<file path="config.mk">
export PLATFORM = sky130hd
export DESIGN_NAME = guess_history_buf_flat
export DESIGN_NICKNAME = d
export VERILOG_FILES = /design/src/rtl/mm_pkg.sv /design/src/rtl/guess_history_buf_if.sv /design/src/rtl/hist_regfile.sv /design/src/rtl/guess_history_buf.sv /design/src/flat_wrapper.sv
export SDC_FILE = /design/constraint.sdc
export NUM_CORES = 1
export LEC_CHECK = 0
export BUFFER_PORTS_ARGS = -buffer_cell sky130_fd_sc_hd__buf_4
export CAP_MARGIN = 20
export CORE_UTILIZATION = 30
export CTS_BUF_LIST = sky130_fd_sc_hd__clkbuf_4
export DETAILED_ROUTE_END_ITERATION = 8
export PLACE_DENSITY = 0.47
export SLEW_MARGIN = 10
export SYNTH_ARGS = -nofsm -noshare
export SYNTH_HDL_FRONTEND = slang
export SYNTH_SLANG_ARGS = --single-unit
</file>
<file path="constraint.sdc">
create_clock -name clk -period 3.71 [get_ports clk]
set_input_delay 0.371 -clock clk [delete_from_list [all_inputs] [get_ports clk]]
set_output_delay 0.371 -clock clk [all_outputs]
set_load 0.02 [all_outputs]
</file>
<file path="src/rtl/mm_pkg.sv">
// Shared types and default sizes for the guess-history store.
//   DEF_PEGS / DEF_COLOR_W / DEF_TURNS : default geometry used by the interface and top
//   color_t / guess_t                  : one peg colour / one full guess (peg 0 in LSBs)
//   view_mode_e                        : live vs. browse presentation
//   fb_t                               : per-turn feedback record
package mm_pkg;

  localparam int unsigned DEF_PEGS    = 4;
  localparam int unsigned DEF_COLOR_W = 3;
  localparam int unsigned DEF_TURNS   = 8;
  localparam int unsigned DEF_FW      = $clog2(DEF_PEGS + 1);

  typedef logic [DEF_COLOR_W-1:0] color_t;
  typedef color_t [DEF_PEGS-1:0]  guess_t;

  typedef enum logic {
    VIEW_LIVE   = 1'b0,
    VIEW_BROWSE = 1'b1
  } view_mode_e;

  typedef struct packed {
    logic [DEF_FW-1:0] exact;
    logic [DEF_FW-1:0] partial;
    logic              valid;
  } fb_t;

endpackage

</file>
<file path="src/rtl/guess_history_buf_if.sv">
// Bus between the guess-entry/browse controls (master) and the history store (slave).
//   master drives : mode, store, guess_in, fb_wr, fb_exact, fb_partial, btn_up, btn_down
//   slave drives  : sel_guess, sel_exact, sel_partial, sel_fb_valid, sel_turn, turn_count,
//                   empty, full, overflow
interface guess_history_buf_if
  import mm_pkg::*;
#(
  parameter int unsigned PEGS    = DEF_PEGS,
  parameter int unsigned COLOR_W = DEF_COLOR_W,
  parameter int unsigned TURNS   = DEF_TURNS
);
  localparam int unsigned TW = $clog2(TURNS);
  localparam int unsigned FW = $clog2(PEGS + 1);
  localparam int unsigned GW = PEGS * COLOR_W;

  logic          mode;
  logic          store;
  logic [GW-1:0] guess_in;
  logic          fb_wr;
  logic [FW-1:0] fb_exact;
  logic [FW-1:0] fb_partial;
  logic          btn_up;
  logic          btn_down;

  logic [GW-1:0] sel_guess;
  logic [FW-1:0] sel_exact;
  logic [FW-1:0] sel_partial;
  logic          sel_fb_valid;
  logic [TW-1:0] sel_turn;
  logic [TW:0]   turn_count;
  logic          empty;
  logic          full;
  logic          overflow;

  modport master (
    output mode, store, guess_in, fb_wr, fb_exact, fb_partial, btn_up, btn_down,
    input  sel_guess, sel_exact, sel_partial, sel_fb_valid, sel_turn, turn_count,
           empty, full, overflow
  );

  modport slave (
    input  mode, store, guess_in, fb_wr, fb_exact, fb_partial, btn_up, btn_down,
    output sel_guess, sel_exact, sel_partial, sel_fb_valid, sel_turn, turn_count,
           empty, full, overflow
  );

endinterface

</file>
<file path="src/rtl/hist_regfile.sv">
// TURNS-deep history array: one guess + feedback record per turn.
//   clk          : clock
//   i_clr        : synchronous clear of every entry (wins over writes)
//   i_gw_*       : guess write port; also clears that entry's feedback
//   i_fw_*       : feedback write port; sets that entry's valid flag
//   i_rd_idx     : asynchronous read index
//   o_rd_*       : contents of entry i_rd_idx (pre-write values on a write cycle)
module hist_regfile #(
  parameter int unsigned TURNS = 8,
  parameter int unsigned GW    = 12,
  parameter int unsigned FW    = 3,
  parameter int unsigned TW    = $clog2(TURNS)
) (
  input  logic          clk,
  input  logic          i_clr,
  input  logic          i_gw_en,
  input  logic [TW-1:0] i_gw_idx,
  input  logic [GW-1:0] i_gw_data,
  input  logic          i_fw_en,
  input  logic [TW-1:0] i_fw_idx,
  input  logic [FW-1:0] i_fw_exact,
  input  logic [FW-1:0] i_fw_partial,
  input  logic [TW-1:0] i_rd_idx,
  output logic [GW-1:0] o_rd_guess,
  output logic [FW-1:0] o_rd_exact,
  output logic [FW-1:0] o_rd_partial,
  output logic          o_rd_valid
);

  logic [GW-1:0] r_guess   [TURNS];
  logic [FW-1:0] r_exact   [TURNS];
  logic [FW-1:0] r_partial [TURNS];
  logic          r_valid   [TURNS];

  always_ff @(posedge clk) begin
    if (i_clr) begin
      for (int i = 0; i < int'(TURNS); i++) begin
        r_guess[i]   <= '0;
        r_exact[i]   <= '0;
        r_partial[i] <= '0;
        r_valid[i]   <= 1'b0;
      end
    end else begin
      // The top never aims both ports at the same entry in one cycle.
      if (i_gw_en) begin
        r_guess[i_gw_idx]   <= i_gw_data;
        r_exact[i_gw_idx]   <= '0;
        r_partial[i_gw_idx] <= '0;
        r_valid[i_gw_idx]   <= 1'b0;
      end
      if (i_fw_en) begin
        r_exact[i_fw_idx]   <= i_fw_exact;
        r_partial[i_fw_idx] <= i_fw_partial;
        r_valid[i_fw_idx]   <= 1'b1;
      end
    end
  end

  always_comb begin
    o_rd_guess   = r_guess[i_rd_idx];
    o_rd_exact   = r_exact[i_rd_idx];
    o_rd_partial = r_partial[i_rd_idx];
    o_rd_valid   = r_valid[i_rd_idx];
  end

endmodule

</file>
<file path="src/rtl/guess_history_buf.sv">
// Guess-history store with live and browse views; all outputs registered.
//   clk   : clock
//   reset : synchronous, active-high; clears history, counters and outputs
//   bus   : slave side of guess_history_buf_if (controls in, selected turn + status out)
module guess_history_buf
  import mm_pkg::*;
#(
  parameter int unsigned PEGS    = DEF_PEGS,
  parameter int unsigned COLOR_W = DEF_COLOR_W,
  parameter int unsigned TURNS   = DEF_TURNS
) (
  input logic                clk,
  input logic                reset,
  guess_history_buf_if.slave bus
);

  localparam int unsigned TW = $clog2(TURNS);
  localparam int unsigned FW = $clog2(PEGS + 1);
  localparam int unsigned GW = PEGS * COLOR_W;
  localparam logic [TW:0] FullCount = (TW + 1)'(TURNS);

  view_mode_e    w_mode;
  logic          w_empty, w_full;
  logic          w_store_ok, w_fb_ok, w_ovf_d;
  logic [TW:0]   w_count_d;
  logic [TW-1:0] w_store_idx, w_latest_pre, w_sel_d;

  logic [GW-1:0] w_rd_guess, w_guess_d;
  logic [FW-1:0] w_rd_exact, w_rd_partial, w_exact_d, w_partial_d;
  logic          w_rd_valid, w_valid_d;

  logic [TW:0]   r_count;
  logic [TW-1:0] r_sel;
  logic [GW-1:0] r_guess;
  logic [FW-1:0] r_exact, r_partial;
  logic          r_valid, r_ovf, r_empty, r_full;

  assign w_mode = view_mode_e'(bus.mode);

  always_comb begin
    w_empty      = (r_count == '0);
    w_full       = (r_count == FullCount);
    w_store_ok   = bus.store && (w_mode == VIEW_LIVE) && !w_full;
    // A browse-mode store is dropped silently, even when full.
    w_ovf_d      = bus.store && (w_mode == VIEW_LIVE) && w_full;
    w_fb_ok      = bus.fb_wr && !w_empty;
    w_count_d    = r_count + {{TW{1'b0}}, w_store_ok};
    w_store_idx  = TW'(r_count);
    w_latest_pre = TW'(r_count - 1'b1);
  end

  always_comb begin
    w_sel_d = r_sel;
    if (w_mode == VIEW_LIVE) begin
      w_sel_d = (w_count_d == '0) ? '0 : TW'(w_count_d - 1'b1);
    end else if (w_empty) begin
      w_sel_d = '0;
    end else if (bus.btn_up && !bus.btn_down && (r_sel != w_latest_pre)) begin
      w_sel_d = r_sel + 1'b1;
    end else if (bus.btn_down && !bus.btn_up && (r_sel != '0)) begin
      w_sel_d = r_sel - 1'b1;
    end
  end

  hist_regfile #(
    .TURNS (TURNS),
    .GW    (GW),
    .FW    (FW),
    .TW    (TW)
  ) u_regfile (
    .clk          (clk),
    .i_clr        (reset),
    .i_gw_en      (w_store_ok),
    .i_gw_idx     (w_store_idx),
    .i_gw_data    (bus.guess_in),
    .i_fw_en      (w_fb_ok),
    .i_fw_idx     (w_latest_pre),
    .i_fw_exact   (bus.fb_exact),
    .i_fw_partial (bus.fb_partial),
    .i_rd_idx     (w_sel_d),
    .o_rd_guess   (w_rd_guess),
    .o_rd_exact   (w_rd_exact),
    .o_rd_partial (w_rd_partial),
    .o_rd_valid   (w_rd_valid)
  );

  // The array read reflects pre-edge contents, so writes landing on the entry about to be
  // shown are forwarded here to keep outputs consistent with the array after the edge.
  always_comb begin
    w_guess_d   = w_rd_guess;
    w_exact_d   = w_rd_exact;
    w_partial_d = w_rd_partial;
    w_valid_d   = w_rd_valid;
    if (w_store_ok && (w_sel_d == w_store_idx)) begin
      w_guess_d   = bus.guess_in;
      w_exact_d   = '0;
      w_partial_d = '0;
      w_valid_d   = 1'b0;
    end
    if (w_fb_ok && (w_sel_d == w_latest_pre)) begin
      w_exact_d   = bus.fb_exact;
      w_partial_d = bus.fb_partial;
      w_valid_d   = 1'b1;
    end
    if (w_count_d == '0) begin
      w_guess_d   = '0;
      w_exact_d   = '0;
      w_partial_d = '0;
      w_valid_d   = 1'b0;
    end
  end

  always_ff @(posedge clk) begin
    if (reset) begin
      r_count   <= '0;
      r_sel     <= '0;
      r_guess   <= '0;
      r_exact   <= '0;
      r_partial <= '0;
      r_valid   <= 1'b0;
      r_ovf     <= 1'b0;
      r_empty   <= 1'b1;
      r_full    <= 1'b0;
    end else begin
      r_count   <= w_count_d;
      r_sel     <= w_sel_d;
      r_guess   <= w_guess_d;
      r_exact   <= w_exact_d;
      r_partial <= w_partial_d;
      r_valid   <= w_valid_d;
      r_ovf     <= w_ovf_d;
      r_empty   <= (w_count_d == '0);
      r_full    <= (w_count_d == FullCount);
    end
  end

  always_comb begin
    bus.sel_guess    = r_guess;
    bus.sel_exact    = r_exact;
    bus.sel_partial  = r_partial;
    bus.sel_fb_valid = r_valid;
    bus.sel_turn     = r_sel;
    bus.turn_count   = r_count;
    bus.empty        = r_empty;
    bus.full         = r_full;
    bus.overflow     = r_ovf;
  end

endmodule

</file>
<file path="src/flat_wrapper.sv">
// flat-port wrapper written by rule: the top's interface ports become plain ports
module guess_history_buf_flat import mm_pkg::*;
#(
  parameter int unsigned PEGS    = DEF_PEGS,
  parameter int unsigned COLOR_W = DEF_COLOR_W,
  parameter int unsigned TURNS   = DEF_TURNS
)
  (clk, reset, bus_mode, bus_store, bus_guess_in, bus_fb_wr, bus_fb_exact, bus_fb_partial, bus_btn_up, bus_btn_down, bus_sel_guess, bus_sel_exact, bus_sel_partial, bus_sel_fb_valid, bus_sel_turn, bus_turn_count, bus_empty, bus_full, bus_overflow);
  guess_history_buf_if #(.PEGS(PEGS), .COLOR_W(COLOR_W), .TURNS(TURNS)) bus_i ();
  input logic clk;
  input logic reset;
  input wire logic [$bits(bus_i.mode)-1:0] bus_mode;
  input wire logic [$bits(bus_i.store)-1:0] bus_store;
  input wire logic [$bits(bus_i.guess_in)-1:0] bus_guess_in;
  input wire logic [$bits(bus_i.fb_wr)-1:0] bus_fb_wr;
  input wire logic [$bits(bus_i.fb_exact)-1:0] bus_fb_exact;
  input wire logic [$bits(bus_i.fb_partial)-1:0] bus_fb_partial;
  input wire logic [$bits(bus_i.btn_up)-1:0] bus_btn_up;
  input wire logic [$bits(bus_i.btn_down)-1:0] bus_btn_down;
  output wire logic [$bits(bus_i.sel_guess)-1:0] bus_sel_guess;
  output wire logic [$bits(bus_i.sel_exact)-1:0] bus_sel_exact;
  output wire logic [$bits(bus_i.sel_partial)-1:0] bus_sel_partial;
  output wire logic [$bits(bus_i.sel_fb_valid)-1:0] bus_sel_fb_valid;
  output wire logic [$bits(bus_i.sel_turn)-1:0] bus_sel_turn;
  output wire logic [$bits(bus_i.turn_count)-1:0] bus_turn_count;
  output wire logic [$bits(bus_i.empty)-1:0] bus_empty;
  output wire logic [$bits(bus_i.full)-1:0] bus_full;
  output wire logic [$bits(bus_i.overflow)-1:0] bus_overflow;
  assign bus_i.mode = bus_mode;
  assign bus_i.store = bus_store;
  assign bus_i.guess_in = bus_guess_in;
  assign bus_i.fb_wr = bus_fb_wr;
  assign bus_i.fb_exact = bus_fb_exact;
  assign bus_i.fb_partial = bus_fb_partial;
  assign bus_i.btn_up = bus_btn_up;
  assign bus_i.btn_down = bus_btn_down;
  assign bus_sel_guess = bus_i.sel_guess;
  assign bus_sel_exact = bus_i.sel_exact;
  assign bus_sel_partial = bus_i.sel_partial;
  assign bus_sel_fb_valid = bus_i.sel_fb_valid;
  assign bus_sel_turn = bus_i.sel_turn;
  assign bus_turn_count = bus_i.turn_count;
  assign bus_empty = bus_i.empty;
  assign bus_full = bus_i.full;
  assign bus_overflow = bus_i.overflow;
  guess_history_buf #(.PEGS(PEGS), .COLOR_W(COLOR_W), .TURNS(TURNS)) u_core (.clk(clk), .reset(reset), .bus(bus_i));
endmodule
</file>
# Word-level counts from Yosys, hierarchy flattened
# Memories as Yosys holds them, arrays and structs flattened. A register that Yosys moved wholly into a read port is not among the register bits.
# Index checks and enable logic that the tools add are counted.
[op_classes]
addsub = 5
eq_ne = 3
reduce_logical = 23
muxes = 34
n_bitwise = 1
[ops]
columns = ["operator", "count"]
rows = [
  ["$mux W3", 16],
  ["$mux W1", 17],
  ["$mux W12", 1],
  ["$reduce_or A12 Y1", 1],
  ["$reduce_or A3 Y1", 4],
  ["$sub A3 B1 Y3 const B", 3],
  ["$eq A4 B4 Y1 const B", 2],
  ["$logic_and A1 B1 Y1", 8],
  ["$logic_not A4 Y1", 2],
  ["$add A4 B1 Y4", 1],
  ["$logic_not A1 Y1", 4],
  ["$add A3 B1 Y3 const B", 1],
  ["$ne A3 B3 Y1", 1],
  ["$reduce_bool A3 Y1", 1],
  ["$reduce_or A1 Y1", 2],
  ["$reduce_or A2 Y1", 1],
  ["$not A1 Y1", 1],
]
[word_totals]
ramBits = 152
in_bits = 25
word_cells = 75
mem_count = 4
ff_bits = 10
[memory_table]
columns = ["memory", "depth", "word_bits", "rd", "rd_ports_with_merged_regs", "wr", "line", "text"]
rows = [
  ["u_core.u_regfile.r_guess", 8, 12, 1, 1, 8, "hist_regfile.sv:30", "logic [GW-1:0] r_guess [TURNS];"],
  ["u_core.u_regfile.r_exact", 8, 3, 1, 1, 8, "hist_regfile.sv:31", "logic [FW-1:0] r_exact [TURNS];"],
  ["u_core.u_regfile.r_partial", 8, 3, 1, 1, 8, "hist_regfile.sv:32", "logic [FW-1:0] r_partial [TURNS];"],
  ["u_core.u_regfile.r_valid", 8, 1, 1, 1, 8, "hist_regfile.sv:33", "logic r_valid [TURNS];"],
]

# Logic depth before layout (Yosys ltp)
# Gate-level depths: netlist of run 1.
[depth]
word_depth = 8
mapped_depth = 20
mapped_depth_nobuf = 16

# Hierarchy
# From an unflattened synthesis of run 1, not the netlist that was laid out.
[hier_totals]
hier_cells = 629
hier_area_um2 = 8777.2
[modules_own_cells]
columns = ["module", "seq_area_each_um2", "cells_each", "area_per_inst_um2", "instances"]
rows = [
  ["hist_regfile", 4484.3, 433, 7048.0, 1],
  ["guess_history_buf", 580.6, 196, 1729.2, 1],
]

# Worst setup path after synthesis of run 1
# OpenSTA, ideal clock, no wires.
[synth_timing]
path_kind = "reg-to-reg"
from = "reg u_core.r_count[0] (netlist: u_core.bus.turn_count[0])"
to = "reg u_core.r_partial[1] (netlist: u_core.bus.sel_partial[1]), read port of u_core.u_regfile.r_partial"
synth_period_minus_slack_ns = 4.026
path_stages_with_launch = 18
path_slack_ns = -0.316
arrival_ns = 3.909
required_time_ns = 3.593
n_path_buf = 1
path_cell_list = "dfxtp_1 -> buf_1 -> inv_1 -> ha_1 -> and3b_1 -> nor2_1 -> ha_1 -> ha_1 -> inv_1 -> ha_1 -> nand2_1 -> a21oi_1 -> nor2_1 -> a221oi_1 -> o21ai_1 -> a211oi_4 -> a211oi_2 -> a32o_1"
[synth_between]
elab_chain_len = 7
elab_cells_between_ends = 15
[synth_rtl]
columns = ["element", "line", "text"]
rows = [
  ["from (decl)", "guess_history_buf.sv:32", "logic [TW:0] r_count;"],
  ["from (signal assigned)", "guess_history_buf.sv:125", "r_count <= w_count_d;"],
  ["$eq A4 B4 Y1", "guess_history_buf.sv:42", "w_full = (r_count == FullCount);"],
  ["$logic_not A1 Y1", "guess_history_buf.sv:43", "w_store_ok = bus.store && (w_mode == VIEW_LIVE) && !w_full;"],
  ["$logic_and A1 B1 Y1", "guess_history_buf.sv:43", ""],
  ["$add A4 B1 Y4 *", "guess_history_buf.sv:47", "w_count_d = r_count + {{TW{1'b0}}, w_store_ok};"],
  ["via u_core.w_count_d[1]", "guess_history_buf.sv:25", "logic [TW:0] w_count_d;"],
  ["$sub A3 B1 Y3 / $logic_not A4 Y1 (equally long branches)", "guess_history_buf.sv:55, guess_history_buf.sv:105", ""],
  ["$mux W3", "guess_history_buf.sv:55", "w_sel_d = (w_count_d == '0) ? '0 : TW'(w_count_d - 1'b1);"],
  ["$mux W3", "guess_history_buf.sv:54", "if (w_mode == VIEW_LIVE) begin"],
  ["to (decl)", "guess_history_buf.sv:35", "logic [FW-1:0] r_exact, r_partial;"],
]
# Mark *: on every way through the listed nets, which the timed path passes. The rest lies on a longest branch.
# A chain may end at the register's enable or synchronous reset.

# Worst setup path in the final report of run 1
[layout_timing]
from = "reg u_core.r_count[0] (netlist: u_core.bus.turn_count[0])"
to = "reg u_core.r_guess[3] (netlist: u_core.bus.sel_guess[3]), read port of u_core.u_regfile.r_guess"
[layout_between]
elab_chain_len = 7
elab_cells_between_ends = 15
[layout_rtl]
columns = ["element", "line", "text"]
rows = [
  ["$eq A4 B4 Y1", "guess_history_buf.sv:42", ""],
  ["$logic_not A1 Y1", "guess_history_buf.sv:43", ""],
  ["$logic_and A1 B1 Y1", "guess_history_buf.sv:43", ""],
  ["$add A4 B1 Y4 *", "guess_history_buf.sv:47", ""],
  ["via u_core.w_count_d[1]", "guess_history_buf.sv:25", ""],
  ["$sub A3 B1 Y3 / $logic_not A4 Y1 (equally long branches)", "guess_history_buf.sv:55, guess_history_buf.sv:105", ""],
  ["$mux W3", "guess_history_buf.sv:55", ""],
  ["$mux W3", "guess_history_buf.sv:54", ""],
  ["to (decl)", "guess_history_buf.sv:34", "logic [GW-1:0] r_guess;"],
]
# Marked as above.

==> results of run 1 <==
-- cell usage after synthesis, types with 4 or more instances --
cell type,instances,area [µm²]
nand3_1,30,150
a32oi_1,24,210
and2_1,144,901
mux2i_1,25,250
nor2_1,24,90.1
a32o_1,7,70.1
or3_1,12,75.1
nand2_1,122,458
a21o_1,8,60.1
nor3_1,9,45.0
buf_6,7,78.8
nand4b_1,13,114
ha_1,7,87.6
buf_4,5,37.5
and3_1,7,43.8
edfxtp_1,144,4320
nor4_1,4,25.0
clkbuf_1,21,78.8
inv_1,19,71.3
a21oi_1,17,85.1
buf_2,11,55.1
dfxtp_1,37,741
-- critical path: stages (launching register included) --
cell,delay (ps)
dfxtp_2,360
inv_1,50
ha_1,210
and3b_1,200
nor2_1,110
ha_1,190
ha_1,240
inv_1,110
ha_4,170
buf_4,120
nor2_1,40
nor2_2,180
a221oi_4,120
or3_1,410
a211oi_4,290
buf_6,280
nand4b_1,170
a21oi_1,70
-- metal layers --
layer  GRT usage [%]  wire [µm]  up-vias
met3            3.17        916       16
met1            22.8      11000     2877
met5               0          0        -
met4            4.15        205        0
li1                -          -     2808
met2            28.4      11800      111
-- kinds of logic (layout without fill, tap and decap cells) --
| kind of cell | after synthesis | in the layout | synth area share (%) |
|---|---|---|---|
| and+or+nand+nor | 383 | 383 | 23.9 |
| DFF | 181 | 181 | 59.2 |
| AOI/OAI and AO/OA | 80 | 80 | 7.69 |
| buffers and inverters | 65 | 147 | 3.84 |
| muxes | 26 | 26 | 3.19 |
| xor gates and xnor gates | 8 | 8 | 1.15 |
| adders and majority gates | 7 | 7 | 1.02 |
| other | 0 | 1 | 0 |
-- stage by stage --
step	power (µW)	area, µm²	hold WS, ps
after detailed placement	2930	9550	439
after global routing	4180	9980	13.8
after CTS	4000	9820	24.0
final	4000	9980	68.9
after global placement	2930	9550	436
after floorplan	2690	8580	426
-- final timing paths --
check                                endpoint  cells after the start
hold reg to reg   u_core.u_regfile.r_valid[0]                      1
setup reg to reg      u_core.bus.sel_guess[3]                     17
setup / recovery      u_core.bus.sel_guess[3]                     17
hold / removal        u_core.bus.sel_guess[7]                      3
-- power by group --
part | internal, µW | switching [µW] | total, µW
Combinational | 238 | 388 | 626
Sequential | 2270 | 30.2 | 2300
Clock | 298 | 779 | 1080
-- cell type report --
type | count | area [µm²]
flip-flops and latches | 181 | 5070
fillers | 2836 | 18000
inverters | 19 | 71.3
clock buffers | 17 | 128
repair buffers | 96 | 832
clock inverters | 15 | 139
diodes | 1 | 2.50
multi-input cells | 504 | 3270
well taps | 378 | 473
-- flip-flops by register name, summed over array words and instances (netlist names) --
register,cells
u_core.bus.empty,1
u_core.bus.full,1
u_core.bus.overflow,1
u_core.bus.sel_exact,3
u_core.bus.sel_fb_valid,1
u_core.bus.sel_guess,12
u_core.bus.sel_partial,3
u_core.bus.sel_turn,3
u_core.bus.turn_count,4
u_core.u_regfile.r_exact,24
u_core.u_regfile.r_guess,96
u_core.u_regfile.r_partial,24
u_core.u_regfile.r_valid,8
-- repair_timing --
item,in CTS,in global routing
setup endpoints to repair,4,19
buffers inserted,0,3
gates resized for setup,1,17
pin swaps,0,5
cloned,0,2
==> out/summary.txt, run 1 <==
Run status -> complete, no violations
Clock slew at the register clock pins of the worst setup and hold paths -> 180 ps
Least-Margin Pin Slew -> 1010 ps
PwrDens -> 401 nW/µm²
DRT Wirelength -> 24.0 mm
IO buf count -> 53
Commonest non-fill, non-tap cells in the layout -> and2_1 (144), edfxtp_1 (144), nand2_1 (122), buf_4 (85), dfxtp_1 (36)
Max FO, Critical Path -> 25
P_leak -> 0.00384 µW
DR vias/cell -> 4.80
I/O Pins -> 54
FF+latch count, synth -> 181
Clk buf depth -> 2
Setup CP Type -> register to register
Crit end category -> register
Setup crit start -> u_core.bus.turn_count[0]
Ys flop type -> edfxtp_1
Wire length per cell -> 19.8 µm
First-pass GRT wire length -> 36.0 mm
Share of cells above drive strength 1 -> 18.6%
Vias in the first global route -> 5,853
Sequential cell area fraction in the yosys report -> 59.2%
Drt initial violations -> 359
Max frequency -> 0.290 GHz
CTS tree -> done
Syn_nets -> 782
Sink Count -> 181
Post-route ant nets -> 0
Die Wd -> 171 µm
Starting Density -> 30.6%
Hold path startpoint -> bus_guess_in[7]
H-Tree Depth -> 4
Worst path arrival time -> 3900 ps
Required @ worst endpoint -> 4170 ps
Core area -> 27,900 µm²
Nets@finish -> 851
Endpoints failing hold -> 0
Synth-to-layout area growth -> 16.6%
Worst reg2reg setup slack -> 260 ps
CTS root buf -> clkbuf_4
Initial antenna violation count -> 1
Dpl hpwl -> 14.8 mm
Total number of vias -> 5,812
Placement Setup Slack -> 21.9 ps
Netlist Area Pre-Place -> 8560 µm²
Hold Path Class -> input port to register
Fin worst setup slack -> 265 ps
Setup_tns -> 0 ps
Fin crit share -> 92.9%
Count of different cell masters after synthesis -> 61
DP Cell Count -> 1,173
Maximum VDD drop -> 0.178 mV
FFs w/ async S/R, synth -> 0%
Rel. slew slack -> 32.0%
Hold Buf Count CTS -> 0
Average size of a mapped cell -> 11.4 µm²
Clock skew -> 27.2 ps
DRC -> 0
Number of max-cap violations -> 0
Setup violations, final -> 0
Synth warn -> 0
Die ar. -> 29,200 µm²
Critical R2R Launch -> u_core.bus.turn_count[0]
Mapped Cells -> 750
Post-layout util -> 35.7%
Startpoint type of the worst setup path -> register
Slew Viols, Final -> 0
Post-layout min period -> 3450 ps
First-pass DRT Iterations -> 4
GR Overflow Total -> 0
Clk Latency, worst-skew pair -> 580 ps
FP Rows -> 61
Routability cong. -> 0.744
Final cell count without fillers -> 1,211
TritonCTS buffer count -> 17
GRT Total Usage -> 17.0%
Largest net degree at the start of global routing -> 53
EDFF count, synth -> 144
Die Ht -> 171 µm
(Power assumes the default switching activity.)
==> inputs of run 2 (changes only) <==
Settings changed: SYNTH_HIERARCHICAL from default to 1.
==> run 2 against run 1 <==
  * Sequential power is essentially flat
  * Sequential cell count unchanged
  * Combinational power up 23%
  * Synthesized cell count is 16% lower
  * Clock-buffer cell count unchanged
  * Global-route usage fell by 1.3 points
  * Maximum frequency fell by 3.7%
  * Cell count fell by 8.4%
  * Worst hold slack improved by 30 ps
  * Non-clock buffer count decreased by 2
  * Via count fell by 6.0%
==> out/summary.txt, run 2 <==
Fin crit share -> 96.4% (+3.6 points)
DR vias/cell -> 4.93 (+2.6%)
DRC -> 0 (unchanged)
First-pass GRT wire length -> 35.1 mm (-2.5%)
Most common cell after layout, fill and taps aside -> and2_1
Setup violations, final -> 0 (unchanged)
I/O Pins -> 54 (unchanged)
Crit-path cells -> inv_2 > ha_2 > nor2b_4 > a21oi_2 > ha_2 > ha_1 > inv_2 > ha_4 > a31o_2 > o32ai_4 > nor2_4 > clkinv_4 > buf_12 > mux4_1 > mux2_4 > o21ai_0 > a21oi_1
Synth-to-layout area growth -> 16.9%
FP Rows -> 62 (+1.6%)
Total number of vias -> 5,462 (-6.0%)
Sequential cell area fraction in the yosys report -> 57.7% (-1.5 points)
Final instance area -> 10,300 µm² (+2.8%)
CTS tree -> done
Die Wd -> 173 µm (+1.2%)
Maximum VDD drop -> 0.220 mV (+24%)
PwrDens -> 403 nW/µm² (+0.51%)
Routability cong. -> 0.813 (+9.2%)
FFs w/ async S/R, synth -> 0% (unchanged)
Hold WS -> 98.5 ps (+29.6 ps)
Sw Pwr -> 1210 µW (+1.5%)
Largest cells by area after synthesis -> edfxtp_1 (49%), and2_1 (10%), dfxtp_1 (8.4%)
Clk buf depth -> 2 (unchanged)
Vias in the first global route -> 5,676 (-3.0%)
Top reg by flops -> u_core/u_regfile/r_guess
Setup CP Type -> register to register
Sink Count -> 181 (unchanged)
GRT Total Usage -> 15.8% (-1.3 points)
Run status -> complete, no violations
TritonCTS buffer count -> 17 (unchanged)
Die Ht -> 173 µm (+1.2%)
Clock skew -> 20.4 ps (-6.76 ps)
Dpl cell area -> 9820 µm² (+2.9%)
Nets@finish -> 743 (-13%)
Die ar. -> 29,900 µm² (+2.5%)
Wire length per cell -> 20.7 µm (+4.7%)
Average size of a mapped cell -> 14.0 µm² (+22%)
Max incr delay on CP -> 560 ps (+150 ps)
GR Overflow Total -> 0 (unchanged)
Comb pwr share -> 18.6% (+3.0 points)
Max reg flops -> 96 (unchanged)
IO buf count -> 53 (unchanged)
Rel. slew slack -> 42.1% (+10 points)
Most common cell in the netlist -> and2_1
Hold Buf Count CTS -> 0 (unchanged)
DRT Wirelength -> 23.0 mm (-4.2%)
Clk Latency, worst-skew pair -> 570 ps (about the same)
Syn_nets -> 662 (-15%)
Least-Margin Pin Slew -> 861 ps (-151 ps)
Startpoint type of the worst setup path -> register
Ys flop type -> edfxtp_1
Slew Viols, Final -> 0 (unchanged)
Max frequency -> 0.279 GHz (-3.7%)
Dpl hpwl -> 15.4 mm (+3.4%)
Synth cell count leaders -> and2_1 (145), edfxtp_1 (144), dfxtp_1 (37), mux4_2 (29), inv_1 (20)
Netlist Area Pre-Place -> 8780 µm² (+2.5%)
Endpoints failing hold -> 0 (unchanged)
Required @ worst endpoint -> 4130 ps (-40 ps)
EDFF count, synth -> 144 (unchanged)
Reg power frac -> 55.5% (-2.0 points)
Hold Path Class -> input port to register
Starting Density -> 30.5% (-0.14 points)
Post-route ant nets -> 0 (unchanged)
First-pass DRT Iterations -> 4 (unchanged)
Synth top area share -> 49.3% (-1.3 points)
Switching part of the total -> 29.3% (-0.55 points)
CTS root buf -> clkbuf_4
P_leak -> 0.00378 µW (-1.5%)
Pwr Total -> 4140 µW (+3.4%)
Top Registers -> u_core/u_regfile/r_guess x96, u_core/u_regfile/r_exact x24, u_core/u_regfile/r_partial x24
Share of cells above drive strength 1 -> 31.7% (+13 points)
Number of max-cap violations -> 0 (unchanged)
Core area -> 28,800 µm² (+3.0%)
Internal Power -> 2920 µW (+4.2%)
Initial antenna violation count -> 2 (+1)
Largest net degree at the start of global routing -> 41 (-23%)
Clock slew at the register clock pins of the worst setup and hold paths -> 160 ps (-20 ps)
Post-layout util -> 35.7% (-0.063 points)
FF+latch count, synth -> 181 (unchanged)
Synth area leader -> edfxtp_1
Synth warn -> 6 (+6)
H-Tree Depth -> 4 (unchanged)
Mapped Cells -> 629 (-16%)
Commonest non-fill, non-tap cells in the layout -> and2_1 (145), edfxtp_1 (144), buf_4 (85), dfxtp_1 (35), mux4_2 (31)
Highest-delay cell along the critical path -> mux4_1
Setup_tns -> 0 ps (unchanged)
Drt initial violations -> 323 (-10%)
Post-layout min period -> 3580 ps (+133 ps)
Crit end category -> register
Clk pwr share -> 25.9% (-1.0 points)
Worst path arrival time -> 4000 ps (+100 ps)
Max FO, Critical Path -> 9 (-64%)
Count of different cell masters after synthesis -> 62 (+1.6%)
-- run 2: logic make-up after synthesis --
| family | Yosys count | share of synthesized area [%] |
|---|---|---|
| AO/OA/AOI/OAI | 69 | 6.30 |
| XOR/XNOR | 10 | 1.35 |
| adder cells (fa/ha/maj) | 8 | 1.14 |
| buffers and inverters | 52 | 3.02 |
| flip-flops | 181 | 57.7 |
| multiplexers | 57 | 13.3 |
| AND/OR/NAND/NOR | 252 | 17.1 |
-- run 2: what timing repair did --
action	in CTS	in global routing
setup endpoints to repair	14	19
resized for setup	4	14
pin swaps	0	3
gates cloned	1	2
setup buffers	1	2
-- run 2: per-stage QoR --
step / setup slack [ps] / std cells
floorplan: 3.05 / 629
global placement: -18.1 / 1069
detailed placement: -19.2 / 1069
CTS: 48.2 / 1103
global route: -15.9 / 1108
finish: 132 / 1109
-- run 2: power by group through the flow --
stage / clock network, µW / registers, µW / logic (µW)
after floorplan: 0 / 2360 / 452
after global placement: 0 / 2340 / 718
after detailed placement: 0 / 2340 / 725
after CTS: 1100 / 2300 / 747
after global routing: 1180 / 2310 / 818
final: 1070 / 2300 / 769
-- run 2: routing by layer --
layer / share of wire [%] / routed length (µm) / track usage [%]
met1: 45 / 10400 / 20.8
met2: 49 / 11300 / 26.4
met3: 3.7 / 853 / 3.01
met4: 1.6 / 361 / 4.42
met5: 0 / 0 / 0
-- run 2: path summary, 6_finish.rpt --
kind	startpoint	to	slack [ps]	depth (start not counted)
max	u_core/bus.turn_count[0]	u_core/bus.sel_guess[3]	130	17
min	bus_guess_in[2]	u_core/bus.sel_guess[2]	100	3
max reg2reg	u_core/bus.turn_count[0]	u_core/bus.sel_guess[3]	130	17
min reg2reg	u_core/u_regfile/r_valid[1]	u_core/u_regfile/r_valid[1]	490	2
-- run 2: cell type report --
class,instances,area (µm²)
fillers,2728,18500
flip-flops and latches,181,5070
multi-input cells,396,3520
repair buffers,94,836
well taps,384,480
clock inverters,15,139
clock buffers,17,128
inverters,20,80.1
diodes,2,5.00
-- run 2: worst max-delay path: cells and delay by family (launching register included) --
kind	cells	cell delay, ps
AO/OA/AOI/OAI	5	810
AND/OR/NAND/NOR	2	220
flip-flops	1	380
buffers and inverters	4	390
multiplexers	2	840
adder cells (fa/ha/maj)	4	800
==> inputs of run 3 (changes only) <==
Settings changed: REMOVE_ABC_BUFFERS from default to 1, SYNTH_HIERARCHICAL 1 to default.
==> run 3 against run 2 <==
  * Global-route usage is 1.1 points higher
  * Cell area fell by 2.0%
  * Routed wire length rose by 2.0%
  * Sequential power about the same
  * Via count grew 6.0%
  * Combinational power down 19%
==> out/summary.txt, run 3 (synthesis gave the netlist of run 1 again) <==
Run status -> complete, no violations
Dpl cell area -> 9660 µm² (-1.6%)
CTS root buf -> clkbuf_4
Crit end category -> register
Top reg by flops -> u_core.u_regfile.r_guess
Synth-to-layout area growth -> 17.5%
I/O Pins -> 54 (unchanged)
DR vias/cell -> 4.75 (-3.6%)
Setup CP Type -> register to register
Post-route ant nets -> 0 (unchanged)
Clk Latency, worst-skew pair -> 580 ps (about the same)
Post-layout min period -> 3550 ps (-24.7 ps)
CTS tree -> done
GRT Total Usage -> 16.8% (+1.1 points)
Startpoint type of the worst setup path -> register
Least-Margin Pin Slew -> 1110 ps (+245 ps)
GR Overflow Total -> 0 (unchanged)
WHS Path Cells -> 3 (unchanged)
Final instance area -> 10,100 µm² (-2.0%)
Endpoints failing hold -> 0 (unchanged)
Clk buf depth -> 2 (unchanged)
Slew Viols, Final -> 0 (unchanged)
Hold worst-path end -> u_core.bus.sel_guess[6]
Max reg flops -> 96 (unchanged)
Worst reg2reg setup slack -> 160 ps (+20 ps)
Wire length per cell -> 19.2 µm (-7.3%)
Maximum VDD drop -> 0.181 mV (-18%)
Final cell count without fillers -> 1,220 (+10%)
Total number of vias -> 5,792 (+6.0%)
Routability cong. -> 0.722 (-11%)
FP Rows -> 61 (-1.6%)
Fin crit share -> 95.8% (-0.67 points)
TritonCTS buffer count -> 17 (unchanged)
Core area -> 27,900 µm² (-2.9%)
Placement Setup Slack -> 101 ps (+120 ps)
Max FO, Critical Path -> 11 (+2)
Setup violations, final -> 0 (unchanged)
Rel. slew slack -> 25.7% (-16 points)
PwrDens -> 403 nW/µm² (-0.12%)
Setup_tns -> 0 ps (unchanged)
Drt initial violations -> 391 (+21%)
Initial antenna violation count -> 1 (-1)
Clock slew at the register clock pins of the worst setup and hold paths -> 190 ps (+30 ps)
Vias in the first global route -> 5,701 (+0.44%)
Area of the multi-input gates -> 3260 µm² (-7.6%)
FILL cells -> 2,848 (+4.4%)
Number of max-cap violations -> 0 (unchanged)
Critical R2R Launch -> u_core.bus.turn_count[1]
Clock skew -> 25.1 ps (+4.72 ps)
First-pass DRT Iterations -> 5 (+1)
Die Wd -> 171 µm (-1.2%)
Required @ worst endpoint -> 4160 ps (+30 ps)
Dpl hpwl -> 15.3 mm (-0.53%)
Share of cells above drive strength 1 -> 19.6% (-12 points)
Hold Buf Count CTS -> 0 (unchanged)
Sink Count -> 181 (unchanged)
Fin worst setup slack -> 156 ps (+24.7 ps)
Commonest non-fill, non-tap cells in the layout -> and2_1 (144), edfxtp_1 (144), nand2_1 (122), buf_4 (95), dfxtp_1 (35)
First-pass GRT wire length -> 35.7 mm (+2.0%)
DP Cell Count -> 1,184 (+11%)
Top Registers -> u_core.u_regfile.r_guess x96, u_core.u_regfile.r_exact x24, u_core.u_regfile.r_partial x24
Pwr Total -> 4050 µW (-2.1%)
Hold Path Class -> input port to register
Nets@finish -> 860 (+16%)
Max frequency -> 0.281 GHz (+0.69%)
DRC -> 0 (unchanged)
Worst path arrival time -> 4000 ps (about the same)
P_leak -> 0.00388 µW (+2.9%)
H-Tree Depth -> 4 (unchanged)
RSZ-0062 raised after global routing -> yes
Hold path startpoint -> bus_guess_in[6]
Die Ht -> 171 µm (-1.2%)
FF-to-FF path depth -> 19 (+2)
Starting Density -> 30.6% (+0.14 points)
IO buf count -> 53 (unchanged)
DRT Wirelength -> 23.4 mm (+2.0%)
Largest net degree at the start of global routing -> 41 (unchanged)
Capturing point of the worst reg2reg path -> u_core.bus.sel_guess[3]
Sequential cell area -> 5070 µm² (about the same)
Die ar. -> 29,200 µm² (-2.5%)
## run 3: changes by cell type in the layout (fill, tap and decap cells not counted), moves of 8 or more
cell | before | now
a21o_1 | 0 | 8
nand3_1 | 15 | 30
nand2_1 | 12 | 122
or2_2 | 9 | 1
buf_4 | 85 | 95
o21ai_0 | 16 | 1
a32oi_1 | 1 | 24
nand4b_1 | 0 | 13
mux4_2 | 31 | 0
mux2_4 | 18 | 0
mux2i_1 | 0 | 25
## run 3: worst max path at each step
stage / to / cells after the start / slack [ps] / from
6_report: u_core.bus.sel_guess[3] / 19 / 160 / u_core.bus.turn_count[1]
5_1_grt: u_core.bus.sel_guess[3] / 19 / -20 / u_core.bus.turn_count[1]
4_1_cts: u_core.bus.sel_guess[3] / 17 / 50 / u_core.bus.turn_count[1]
3_5_place_dp: u_core.bus.sel_fb_valid / 16 / 100 / u_core.bus.turn_count[0]
3_3_place_gp: u_core.bus.sel_fb_valid / 16 / 160 / u_core.bus.turn_count[0]
2_1_floorplan: u_core.bus.sel_partial[1] / 16 / -2740 / u_core.bus.turn_count[0]
## run 3: what timing repair did
| action | in CTS | in global routing |
|---|---|---|
| buffers inserted | 0 | 4 |
| gates resized for setup | 0 | 17 |
| setup endpoints to repair | 0 | 19 |
## run 3: layer usage
layer | part of all wire, % | up-vias | wire length (µm) | track usage, %
li1 | - | 2819 | - | -
met1 | 48 | 2840 | 11300 | 23.7
met2 | 47 | 114 | 11100 | 26.8
met3 | 3.3 | 19 | 767 | 2.61
met4 | 1.2 | 0 | 275 | 4.46
met5 | 0 | - | 0 | 0
## run 3: metrics by stage
| stage | utilization [%] | hold WS (ps) |
|---|---|---|
| 3_3_place_gp | 34.6 | 435 |
| 4_1_cts | 35.6 | 19.7 |
| 5_1_grt | 36.0 | 10.9 |
| 6_report | 36.0 | 56.6 |
| 3_5_place_dp | 34.6 | 439 |
| 2_1_floorplan | - | 426 |
## run 3: power breakdown
| group | internal [µW] | switching, µW | leakage [µW] |
|---|---|---|---|
| combinational | 241 | 381 | 0.00194 |
| sequential | 2270 | 28.7 | 0.00179 |
| clock | 319 | 811 | 0.000151 |
| total | 2830 | 1220 | 0.00388 |
## run 3: cell type report
| cell class | count | share of cell area (%) |
|---|---|---|
| multi-input combinational | 504 | 32.4 |
| inverter | 19 | 0.709 |
| timing repair buffer | 105 | 8.91 |
| clock inverter | 14 | 1.57 |
| antenna | 1 | 0.0249 |
| clock buffer | 18 | 1.34 |
| sequential | 181 | 50.4 |
| tap | 378 | 4.70 |
## run 3: worst max-delay path, stage by stage, from the launching register on
cell	delay [ps]
dfxtp_2	350
inv_1	100
ha_1	180
and3b_1	200
nor2_1	60
ha_2	170
ha_1	260
inv_1	50
ha_1	200
buf_4	160
nand2_1	80
a21oi_2	40
nor2_2	140
a221oi_2	80
buf_4	170
or3_1	390
a211oi_4	390
buf_6	200
nand4b_1	140
a21oi_2	80
